`config.mk`:
```
export PLATFORM = sky130hd
export DESIGN_NAME = t5_hsch
export DESIGN_NICKNAME = d
export VERILOG_FILES = /design/src/rtl/t5_hsch.sv
export SDC_FILE = /design/constraint.sdc
export NUM_CORES = 1
export LEC_CHECK = 0
export ABC_AREA = 1
export BUFFER_PORTS_ARGS = -buffer_cell sky130_fd_sc_hd__buf_2
export CORE_MARGIN = 2
export CORE_UTILIZATION = 50
export CTS_CLUSTER_SIZE = 14
export DETAILED_ROUTE_END_ITERATION = 12
export PLACE_DENSITY = 0.69
export SETUP_SLACK_MARGIN = 0.4
export SLEW_MARGIN = 10
export SYNTH_ARGS = -nofsm -noshare
export SYNTH_HDL_FRONTEND = slang
export SYNTH_SLANG_ARGS = --single-unit
```
`constraint.sdc`:
```
create_clock -name clk -period 6.1 [get_ports clk]
set_input_delay 0 -clock clk [delete_from_list [all_inputs] [get_ports clk]]
set_output_delay 0 -clock clk [all_outputs]
set_load 0.005 [all_outputs]
```
`src/rtl/t5_hsch.sv`:
```
// t5_hsch: hart scheduler for the four-hart barrel front end.
// Keeps one word-aligned fetch PC per hart and a run mask. On each enabled
// cycle it picks the next running hart round-robin and registers that hart's
// fetch address. Branch redirects from execute overwrite the owning hart's PC.
//
// Issue semantics (valid-only, no back-pressure): ivld qualifies iadr/hart/pc/npc
// for exactly one enabled cycle. The consumer must accept every valid issue,
// and it stalls the scheduler only by dropping ena. While ena is low every
// output and every piece of internal state holds.
module t5_hsch #(
  parameter int               XLEN = 32,
  parameter logic [XLEN-3:0]  RSTV = '0
) (
  input  logic            clk,
  input  logic            rst,
  input  logic            ena,
  input  logic            bra,
  input  logic [1:0]      bhart,
  input  logic [XLEN-3:0] alu,
  input  logic [3:0]      run_set,
  input  logic [3:0]      run_clr,
  output logic [XLEN-3:0] iadr,
  output logic [1:0]      hart,
  output logic            ivld,
  output logic [XLEN-1:0] pc,
  output logic [XLEN-3:0] npc,
  output logic [3:0]      active
);

  localparam int AW = XLEN - 2;

  // Per-hart word-address PCs and the scheduling state.
  logic [AW-1:0] r_pcr [4];
  logic [3:0]    r_active;
  logic [1:0]    r_rr;
  logic [AW-1:0] r_iadr;
  logic [1:0]    r_hart;
  logic          r_ivld;

  // Selection results.
  logic [1:0]    w_cand;
  logic [1:0]    w_sel;
  logic          w_found;

  // Round-robin pick: first active hart searching rr+1, rr+2, rr+3, rr.
  // The last issued hart is searched last, so a lone running hart is
  // picked every cycle.
  always_comb begin
    w_cand  = r_rr;
    w_sel   = r_rr;
    w_found = 1'b0;
    for (int k = 1; k <= 4; k++) begin
      w_cand = r_rr + 2'(k);
      if (!w_found && r_active[w_cand]) begin
        w_found = 1'b1;
        w_sel   = w_cand;
      end
    end
  end

  // Scheduler state: reset, run mask update, issue, PC increment and redirect.
  // The redirect is written after the increment so it wins when both hit
  // the same hart. Redirects to parked harts are applied as well.
  always_ff @(posedge clk) begin
    if (rst) begin
      for (int h = 0; h < 4; h++) begin
        r_pcr[h] <= RSTV;
      end
      r_active <= 4'b0001;
      r_rr     <= 2'd3;
      r_iadr   <= '0;
      r_hart   <= 2'd0;
      r_ivld   <= 1'b0;
    end else if (ena) begin
      r_active <= (r_active & ~run_clr) | run_set;
      if (w_found) begin
        r_iadr       <= r_pcr[w_sel];
        r_hart       <= w_sel;
        r_ivld       <= 1'b1;
        r_rr         <= w_sel;
        r_pcr[w_sel] <= r_pcr[w_sel] + AW'(1);
      end else begin
        r_ivld <= 1'b0;
      end
      if (bra) begin
        r_pcr[bhart] <= alu;
      end
    end
  end

  // Fetch-side outputs; pc tags the word address with the hart id.
  assign iadr   = r_iadr;
  assign hart   = r_hart;
  assign ivld   = r_ivld;
  assign active = r_active;
  assign pc     = {r_iadr, r_hart};
  assign npc    = r_iadr + AW'(1);

endmodule

```
After elaboration in Yosys (flattened, before gate mapping)
Memories as Yosys holds them, arrays and structs flattened.
Cells that the tools add are included.
Storage, ports and cells
  input bits: 44
  memory bits (read-only): 0
  flip-flop bits (word level): 39
  RAM bits: 120
  memories: 1
  bits in latches: 0
  logic and storage cells: 59
Memories
  r_pcr: depth 4, width 30, read ports 1, clocked after Yosys merged registers in 0, write ports 4, RTL line 33  | logic [AW-1:0] r_pcr [4];
Cells by class
  div/mod/pow operators: 0
  $add $sub $neg: 5
  equal/unequal tests: 0
  shifts and indexed selects: 0
  reduce and logical (&&, ||, !) cells: 9
  magnitude comparators: 4
  bitwise logic cells: 3
  multiplexer cells: 32
  $mul: 0
Operators with widths (count)
  adder 30 x 1 -> 30 bit (second input constant): 2
  2-to-1 mux 30 bit: 2
  OR reduction 30 bit: 2
  2-to-1 mux 1 bit: 20
  < comparator 2 x 3 -> 1 bit (second input constant): 4
  2-to-1 mux 2 bit: 6
  binary-select mux 1 bit (select 2 bit): 4
  adder 2 bit (second input constant): 2
  AND 4 bit: 1
  NOT 4 bit: 1
  OR 4 bit: 1
  logical AND 1 bit: 3
  logical NOT 1 bit: 3
  adder 2 x 1 -> 2 bit (second input constant): 1
  AND reduction 2 bit: 1

Depth between registers and ports, before layout
  depth after elaboration: 19
  mapped depth: 25
  depth with buffers taken out: 23

Worst setup path after synthesis
No wires, ideal clock.
  path kind: register -> register
  from: register r_rr[0]
  to: memory r_pcr[3][0] (netlist name), enable pin
  arrival: 4.950 ns
  setup slack: 0.627 ns
  required time: 5.577 ns
  stages on the path, launching flop included: 12
  library setup time: 0.523 ns
  buffers on the path: 2
  path through: dfxtp_1 > inv_2 > buf_6 > nand2_2 > nand2_1 > nand2_1 > nand2_2 > or2_0 > nand3_1 > nand2_2 > buf_2 > o311ai_0
RTL lines
  from (decl): RTL line 35  | logic [1:0] r_rr;
  from (signal assigned): RTL line 80  | r_rr <= w_sel;
  to (decl): RTL line 33

==> PnR_summary.wiki <==
{| class="wikitable"
! Metric !! Value
|-
| Result of the run || finished, final reports clean
|-
| Yosys warning total || 0
|-
| Number of iterations in the first detailed-routing pass || 6
|-
| Mean instance size in the synthesized netlist || 7.41 um^2
|-
| Detailed Route Iter0 Violations || 1040
|-
| Power density normalized to cell area || 615 nW/um^2
|-
| Netlist cell types || 35
|-
| Number of diodes || 0
|-
| Worst min-delay path class || in2reg
|-
| Total number of vias || ~9900
|-
| Setup repair after global routing missed its margin || no
|-
| Peak fanout along the critical path || 35
|-
| Max frequency || ~220 MHz
|-
| First-pass GRT wire length || approximately 49 mm
|-
| Die area || around 21000 um^2
|-
| Placement Rows || 51
|-
| Clock sink count || around 160
|-
| Kind of capture point of the worst setup path || register
|-
| Setup slack of the worst register-to-register path || around 1500 ps
|-
| Antenna violations before repair || 0
|-
| Required time reported for the critical path endpoint || ~6300 ps
|-
| Antenna-violating nets left || 0
|-
| Wire length after detailed routing || about 32 mm
|-
| Critical path startpoint category || register
|-
| Clk_skew || 8.38 ps
|-
| Remaining DRCs || 0
|-
| Area grow syn2layout || 15.6%
|-
| Gate Count Post-Synth || around 1300
|-
| Power consumption || between 7 and 8 mW
|-
| Die outline height || 145 um
|-
| Maximum number of pins on one net before global-route repair || between 70 and 80
|-
| Worst reg2reg endpoint || r_pcr[0][8]
|-
| Number of nets produced by synthesis || approximately 1400
|-
| Critical path start-end classification || reg2reg
|-
| Die X || 145 um
|-
| Final number of max-transition violations || 0
|-
| Core region area || ~20000 um^2
|-
| R2r startpoint || r_rr[0]
|-
| Number of buffers added by the clock tree synthesis step || 17
|-
| Clock-pin slew on the worst setup and hold paths || roughly 60 ps
|-
| Switching power share of the total || ~55%
|-
| Count of buffers from port buffering || between 100 and 150
|-
| Tightest slew margin relative to the limit || ~19%
|-
| Net switching power figure || about 3.9 mW
|-
| Number of top-level pins || 143
|-
| Detailed-route wire length per cell || between 15 and 20 um
|-
| Count of max-cap constraint violations || 0
|-
| Clock power frac || between 10% and 20%
|-
| Average via count per standard cell || ~5.6
|-
| Gate power share || 61.4%
|-
| Fraction of final layout cells with drive strength greater than 1 || approximately 16%
|-
| Clock tree from TritonCTS || yes
|-
| Leakage || around 5.4 nW
|-
| Final hold vios || 0
|-
| Worst VDD drop || between 0.0003 and 0.0004 V
|-
| All-Layer GR Usage || 30.0%
|-
| Most frequent standard cell in the layout excluding fill and tap cells || sky130_fd_sc_hd__nand2_1
|-
| Power share of the sequential group || roughly a quarter
|-
| Hold bufs inserted after CTS || 38
|-
| Overflow left after global routing || 0
|-
| Vias in the first global route || 9088
|-
| Shortest clock period the worst path allows after layout || roughly 4600 ps
|-
| # Post-CTS Setup Buffers || 0
|-
| Setup TNS || 0 ps
|-
| Max H-tree Level || 4
|-
| End of the worst hold path || hart[0]
|-
| Register bit total from synthesis || 159
|-
| Final count of negative-setup-slack endpoints || 0
|-
| Startpoint of the lowest-slack hold path || rst
|-
| Synthesized cell area || 9980 um^2
|-
| Maximum count of clock buffers along a single path || 2
|-
| Tcrit/Tclk final || 74.7%
|-
| Sequential-to-total area share from yosys stat || 43.9%
|-
| Initial standard-cell utilization of the core || approximately 51%
|-
| WP data arrival || between 4000 and 5000 ps
|-
| Number of gates given a new drive strength after cts || 0
|-
| Clk_lat worst skew || around 450 ps
|-
| Reg2reg path depth || 19
|-
| Min-Delay Path Depth || 2
|-
| Post-detailed-placement half-perimeter wirelength || 21.0 mm
|-
| Most used cells in the layout excluding fill and tap cells || sky130_fd_sc_hd__nand2_1, sky130_fd_sc_hd__buf_2, sky130_fd_sc_hd__inv_1
|-
| Last weighted congestion value of the routability-driven placer || ~0.99
|-
| Final nets || roughly 1500
|-
| Internal power || 3.23 mW
|-
| Slew @ Worst Pin || between 1000 and 1500 ps
|-
| Buffer type at the clock tree root || sky130_fd_sc_hd__clkbuf_16
|}
## registers in the layout, indices dropped and copies added (netlist names)
register  cells
active        4
r_rr          2
ivld          1
r_pcr       120
hart          2
iadr         30
## synth_stat cells, drive strengths merged
cell / n / area, um^2
xor2: 28 / 245
a32o: 3 / 30.0
ha: 2 / 25.0
nor4: 4 / 25.0
or2: 1 / 6.26
o22ai: 27 / 169
nor2: 85 / 349
edfxtp: 120 / 3600
dfxtp: 39 / 781
nor3: 16 / 80.1
o21bai: 8 / 71.3
o311ai: 1 / 8.76
a31oi: 2 / 12.5
nand3: 118 / 601
a211o: 1 / 8.76
inv: 146 / 551
o211ai: 8 / 60.1
a21oi: 24 / 120
nand2: 463 / 1780
nand3b: 22 / 165
nand4: 59 / 369
o21ai: 70 / 350
clkbuf: 33 / 124
or4: 2 / 15.0
buf: 64 / 433
## layout make-up
class	instances	area, um^2
clock buffer	18	439
clock inverter	14	104
fill	1862	7990
inverter	146	551
multi-input combinational	944	4500
sequential	159	4380
tap	265	332
timing repair buffer	198	1230
## worst max-delay path by stage
stage                     cells past startpoint            to  slack (ps)    start
after floorplan                              11   r_pcr[3][0]         630  r_rr[0]
after global placement                       19   r_pcr[1][8]        1840  r_rr[0]
after detailed placement                     19  r_pcr[1][24]        1680  r_rr[0]
after CTS                                    19  r_pcr[1][24]        1650  r_rr[0]
after global routing                         19  r_pcr[0][24]        1270  r_rr[0]
final                                        19   r_pcr[0][8]        1540  r_rr[0]
## kinds of logic after synthesis
family          share of synthesized area, %
xor+xnor                                2.46
fa+ha+maj                              0.251
flops                                   43.9
buf+inv                                 11.1
compound gates                          8.33
simple gates                            33.9
## layer usage
metal | vias to the layer above | track usage (%) | share of wire [%]
met5 | - | 0 | 0
met4 | 0 | 11.4 | 3.5
met3 | 91 | 5.00 | 10
met2 | 586 | 48.9 | 47
met1 | 4490 | 40.3 | 40
li1 | 4685 | - | -
## metrics by stage
step	instance area (um^2)	util (%)	std cells	hold WS, ps	worst slack, ps
final	11500	59.1	1744	26.3	1540
after CTS	11500	59.1	1744	26.1	1650
after floorplan	9980	-	1346	122	627
after global routing	11500	59.1	1744	30.7	1270
after global placement	10600	54.4	1674	213	1840
after detailed placement	10600	54.4	1674	217	1680
## power groups by stage
| stage | logic, mW | clock network (mW) | registers [mW] |
|---|---|---|---|
| finish | 4.36 | 1.01 | 1.73 |
| global placement | 4.17 | 0 | 1.74 |
| global route | 4.72 | 1.05 | 1.77 |
| detailed placement | 4.21 | 0 | 1.76 |
| floorplan | 3.04 | 0 | 1.72 |
| CTS | 4.25 | 1.01 | 1.73 |
## worst max-delay path, cell delays in order (launching register included)
cell                      delay (ps)
sky130_fd_sc_hd__dfxtp_1         610
sky130_fd_sc_hd__inv_2           210
sky130_fd_sc_hd__nand2_1         100
sky130_fd_sc_hd__nand2_1          90
sky130_fd_sc_hd__nand2_1         120
sky130_fd_sc_hd__nand2_2          90
sky130_fd_sc_hd__or2_0           220
sky130_fd_sc_hd__nand3_1         100
sky130_fd_sc_hd__nand2_2         490
sky130_fd_sc_hd__inv_4           610
sky130_fd_sc_hd__nand3_1         170
sky130_fd_sc_hd__nand2_2         150
sky130_fd_sc_hd__ha_1            230
sky130_fd_sc_hd__nand2_1         120
sky130_fd_sc_hd__nor2_2          240
sky130_fd_sc_hd__nand2_1         230
sky130_fd_sc_hd__inv_2           140
sky130_fd_sc_hd__nand2_1          60
sky130_fd_sc_hd__nand3_1         150
sky130_fd_sc_hd__o21ai_0         120
Note: power is estimated with default switching activity, not from simulation.
